<file path="src/rtl/beta_fetch_unit.sv">
// rtl/beta_fetch_unit.sv - Beta instruction fetch and program counter stage
module beta_fetch_unit #(
  parameter logic [31:0] RESET_VEC = 32'h80000000,
  parameter logic [31:0] ILLOP_VEC = 32'h80000004,
  parameter logic [31:0] XADR_VEC  = 32'h80000008
) (
  input  logic        clk,
  input  logic        reset_n,
  input  logic [2:0]  pcsel,
  input  logic [31:0] jt,
  input  logic        exec_stall,
  output logic        imem_req,
  output logic [31:0] ia,
  input  logic        imem_ack,
  input  logic [31:0] imem_data,
  output logic [31:0] instr,
  output logic        instr_valid,
  output logic [31:0] pc,
  output logic [31:0] pc_plus4
);

  typedef enum logic {S_FETCH, S_EXEC} state_t;

  state_t      state, state_nxt;
  logic        req_armed;
  logic        load_instr, load_pc;
  logic [31:0] pc_q, instr_q, next_pc;
  logic [30:0] branch_off, branch_sum;

  // State register
  always_ff @(posedge clk or negedge reset_n) begin
    if (!reset_n) state <= S_FETCH;
    else          state <= state_nxt;
  end

  // Keeps the fetch request low until the first clock edge after reset release
  always_ff @(posedge clk or negedge reset_n) begin
    if (!reset_n) req_armed <= 1'b0;
    else          req_armed <= 1'b1;
  end

  // PC and latched instruction
  always_ff @(posedge clk or negedge reset_n) begin
    if (!reset_n) begin
      pc_q    <= RESET_VEC;
      instr_q <= 32'h0;
    end else begin
      if (load_instr) instr_q <= imem_data;
      if (load_pc)    pc_q    <= next_pc;
    end
  end

  // Next-state and handshake decode; ACK only counts while a request is up
  always_comb begin
    state_nxt   = state;
    imem_req    = 1'b0;
    instr_valid = 1'b0;
    load_instr  = 1'b0;
    load_pc     = 1'b0;
    case (state)
      S_FETCH: begin
        imem_req = req_armed;
        if (req_armed && imem_ack) begin
          load_instr = 1'b1;
          state_nxt  = S_EXEC;
        end
      end
      S_EXEC: begin
        instr_valid = 1'b1;
        if (!exec_stall) begin
          load_pc   = 1'b1;
          state_nxt = S_FETCH;
        end
      end
    endcase
  end

  // Branch target wraps inside the 31-bit address space, supervisor bit kept
  always_comb begin
    branch_off = {{13{instr_q[15]}}, instr_q[15:0], 2'b00};
    branch_sum = pc_q[30:0] + 31'd4 + branch_off;
  end

  // Next PC select; JMP can drop but never raise the supervisor bit
  always_comb begin
    next_pc = ILLOP_VEC;
    case (pcsel)
      3'b000:  next_pc = pc_plus4;
      3'b001:  next_pc = {pc_q[31], branch_sum};
      3'b010:  next_pc = {pc_q[31] & jt[31], jt[30:0] & 31'h7FFFFFFC};
      3'b100:  next_pc = XADR_VEC;
      default: next_pc = ILLOP_VEC;
    endcase
  end

  assign pc_plus4 = {pc_q[31], pc_q[30:0] + 31'd4};
  assign ia       = {pc_q[31:2], 2'b00};
  assign pc       = pc_q;
  assign instr    = instr_q;

endmodule

</file>
<file path="config.mk">
export PLATFORM = sky130hd
export DESIGN_NAME = beta_fetch_unit
export DESIGN_NICKNAME = d
export VERILOG_FILES = /design/src/rtl/beta_fetch_unit.sv
export SDC_FILE = /design/constraint.sdc
export NUM_CORES = 1
export LEC_CHECK = 0
export ABC_CLOCK_PERIOD_IN_PS = 3400
export BUFFER_PORTS_ARGS = -buffer_cell sky130_fd_sc_hd__buf_4
export CAP_MARGIN = 25
export CORE_MARGIN = 10
export CORE_UTILIZATION = 46
export DETAILED_ROUTE_END_ITERATION = 10
export PLACE_DENSITY = 0.8
export SYNTH_ARGS = -nofsm -noshare
export SYNTH_HDL_FRONTEND = slang
export SYNTH_SLANG_ARGS = --single-unit
</file>
<file path="constraint.sdc">
create_clock -name clk -period 3.4 [get_ports clk]
set_clock_uncertainty 0.15 [all_clocks]
set_input_delay 0.68 -clock clk [delete_from_list [all_inputs] [get_ports clk]]
set_output_delay 0.68 -clock clk [all_outputs]
set_load 0.03 [all_outputs]
</file>
==> results by group <==
Critical path
  • Worst r2r src: pc[5]
  • Crit path from: pc[5]
  • Worst EP required: 3460 ps
  • Worst path arrival time: 3450 ps
  • Critical Path End Type: flip-flop
  • Setup CP Type: flip-flop to flip-flop
  • Peak fanout along the critical path: 5
  • CP startpoint kind: flip-flop
  • Cells on worst reg2reg path: 14

Synthesis
  • Post-Syn Area: 5386 um^2
  • Synthesis Warnings: 0
  • Synth async-reset ratio: 1.000
  • Most used DFF post-synth: dfrtp_1
  • Post-synth EDFFs: 0
  • Part of the Yosys area used for sequential elements: 0.2976
  • Synth cell types: 76
  • Syn avg cell area: 8.903 um^2
  • Synth Register Bits: 64
  • Syn Inst Count: 605

Drt
  • Vias post-DR: 5,772
  • DR WL/cell: 21.59 um
  • Vias per inst: 5.778
  • Routed Wire Length: 21.57 mm
  • DRT iter0 DRCs: 513
  • Initial DRT Pass Iterations: 8
  • Post-DRT Antenna Nets: 0
  • DRC Markers: 0

Layout
  • Number of antenna diodes: 0
  • Share of cells above drive strength 1: 0.5082
  • Synth-to-Final Area Change: 53.10%
  • Commonest cells after routing, fill and taps aside: 291 x buf_4, 59 x nand2_1, 45 x dfrtp_1, 37 x a21oi_1, 34 x o21ai_0
  • Final core occ: 0.7222
  • Nets: 956
  • Most common cell after layout, fill and taps aside: buf_4

Global route
  • Largest net degree at the start of global routing: 65
  • Total grt overflow: 0
  • First-pass GRT wire length: 32.99 mm
  • Tot GR Track Use: 0.2501
  • Initial antenna violation count: 0
  • Vias in the first global route: 5,865

Timing
  • Max-slew violations: 0
  • FMAX: 0.2949 GHz
  • Setup violators final: 0
  • Worst-margin pin slew: 876.9 ps
  • Setup TNS: 0 ps
  • Rel. slew slack: 0.4154
  • Setup ws final: 8.806 ps
  • Min cycle time layout: 3391 ps
  • Final Cycle Share: 0.9974
  • Final Hold Fails: 0

Clock network
  • H-tree Lvls: 3
  • Clk buf depth: 2
  • Post-cts hold buffer count: 0
  • Number of CTS-inserted buffers: 9
  • Clock Sink Count: 64
  • CTS tree: built
  • Clock transition at the registers of the reported paths: 60 ps
  • Root buf cell: clkbuf_16
  • Clock Latency Late Sink: 340 ps

Outcome
  • Status: complete, no violations

Power
  • Psw: 2.481 mW
  • Pwr dens: 668.5 nW/um^2
  • Max VDD drop: 0.4014 mV
  • Leakage power: 3.907 nW
  • Comb power frac: 0.620
  • Cell Int Power: 3.032 mW
  • Net Sw Frac: 0.4501
  • Clk pwr share: 0.183
  • Flop pwr share: 0.197

Floorplanning
  • IO Pins: 201
  • CORE AREA: 11,420 um^2
  • Die W: 128.2 um
  • Initial Util: 0.4717
  • Die Y-Extent: 128.2 um
  • Die area: 16,440 um^2
  • Rows: 39

Min path
  • HP Class: input port to asynchronous set/reset pin

Place
  • Pre-CTS setup slack: -124.4 ps
  • Port Buffers: 192
  • GPL Wtd Cong: 0.9292
  • DP HPWL: 16.69 mm

Run
  • Maxcap violations: 0
## cell families after synthesis
family,synth area share
AND/OR/NAND/NOR,0.1703
AO/OA/AOI/OAI,0.2077
buffers and inverters,0.09036
flip-flops,0.2976
XOR/XNOR,0.07782
multiplexers,0.07457
adder cells (fa/ha/maj),0.08037
other,0.001394
## power by group through the flow
stage	registers, mW	clock network, mW	logic (mW)
2_1_floorplan	1.47	0	1.72
3_3_place_gp	1.08	0	3.21
3_5_place_dp	1.09	0	3.26
4_1_cts	1.08	1.01	3.29
5_1_grt	1.11	1.04	3.64
6_report	1.09	1.01	3.42
## state kept, by name, indices dropped and copies added (netlist names)
name,flops
instr,32
pc,30
req_armed,1
state,1
## final cells by class
| type | count | area (um^2) |
|---|---|---|
| multi-input cells | 471 | 3856 |
| fillers | 869 | 3172 |
| repair buffers | 293 | 2225 |
| flip-flops and latches | 64 | 1625 |
| clock buffers | 13 | 250.2 |
| well taps | 143 | 178.9 |
| clock inverters | 3 | 65.06 |
| inverters | 12 | 46.29 |
## routing by layer
metal  vias to the layer above  track usage  part of all wire
met5                         -            0                 0
met4                         0      0.06358             0.020
met3                        36      0.08230             0.098
li1                       2681            -                 -
met1                      2786       0.3024              0.39
met2                       269       0.4173              0.49
## final timing paths
path / endpoint / slack (ps)
setup / recovery: pc[26] / 9
hold / removal: pc[3] / 270
setup reg to reg: pc[26] / 9
hold reg to reg: instr[30] / 360
max in group asynchronous: pc[18] / 2180
min in group clk: instr[30] / 360
## worst max-delay path, stage by stage, from the launching register on
cell	delay [ps]
dfrtp_2	370
and3_1	210
buf_4	130
nand2_1	60
buf_4	130
xnor2_1	280
ha_1	350
o211ai_1	190
a21oi_1	190
o21ai_0	120
buf_4	170
o21ai_2	210
mux2_2	380
o21ai_2	210
nand3_1	100
## Yosys cell counts, types with 4 or more instances
cell / instances / area [um^2]
a211oi_1: 4 / 30.03
a21o_1: 7 / 52.55
a21oi_1: 43 / 215.2
a221oi_1: 11 / 96.34
a222oi_1: 5 / 50.05
a22oi_1: 4 / 30.03
and2_1: 6 / 37.54
and3_1: 12 / 75.07
and4_1: 6 / 52.55
buf_2: 4 / 20.02
buf_4: 42 / 315.3
buf_6: 4 / 45.04
clkbuf_1: 8 / 30.03
dfrtp_1: 63 / 1577
ha_1: 33 / 412.9
inv_1: 11 / 41.29
mux2_2: 33 / 371.6
nand2_1: 60 / 225.2
nand3_1: 13 / 65.06
nand4_1: 17 / 106.4
nor2_1: 34 / 127.6
nor2b_1: 6 / 37.54
nor3_1: 9 / 45.04
o211ai_1: 5 / 37.54
o21a_1: 6 / 45.04
o21ai_0: 38 / 190.2
o21ai_1: 6 / 30.03
o22a_1: 4 / 35.03
xnor2_1: 27 / 236.5
xor2_1: 19 / 166.4
## metrics by stage
| stage | instances | total power, mW | cell area [um^2] | hold WS (ps) |
|---|---|---|---|---|
| 4_1_cts | 991 | 5.379 | 8045 | 338.7 |
| 3_5_place_dp | 975 | 4.346 | 7717 | 346.1 |
| 2_1_floorplan | 610 | 3.182 | 5818 | 234.4 |
| 3_3_place_gp | 975 | 4.287 | 7717 | 339.4 |
| 6_report | 999 | 5.513 | 8247 | 273.3 |
| 5_1_grt | 999 | 5.787 | 8247 | 340.5 |
## what timing repair did
item,CTS,global route
buffers inserted,0,8
resized for setup,5,31
setup endpoints to repair,5,13
pin swaps,1,20
Power figures use the tool's default switching activity.
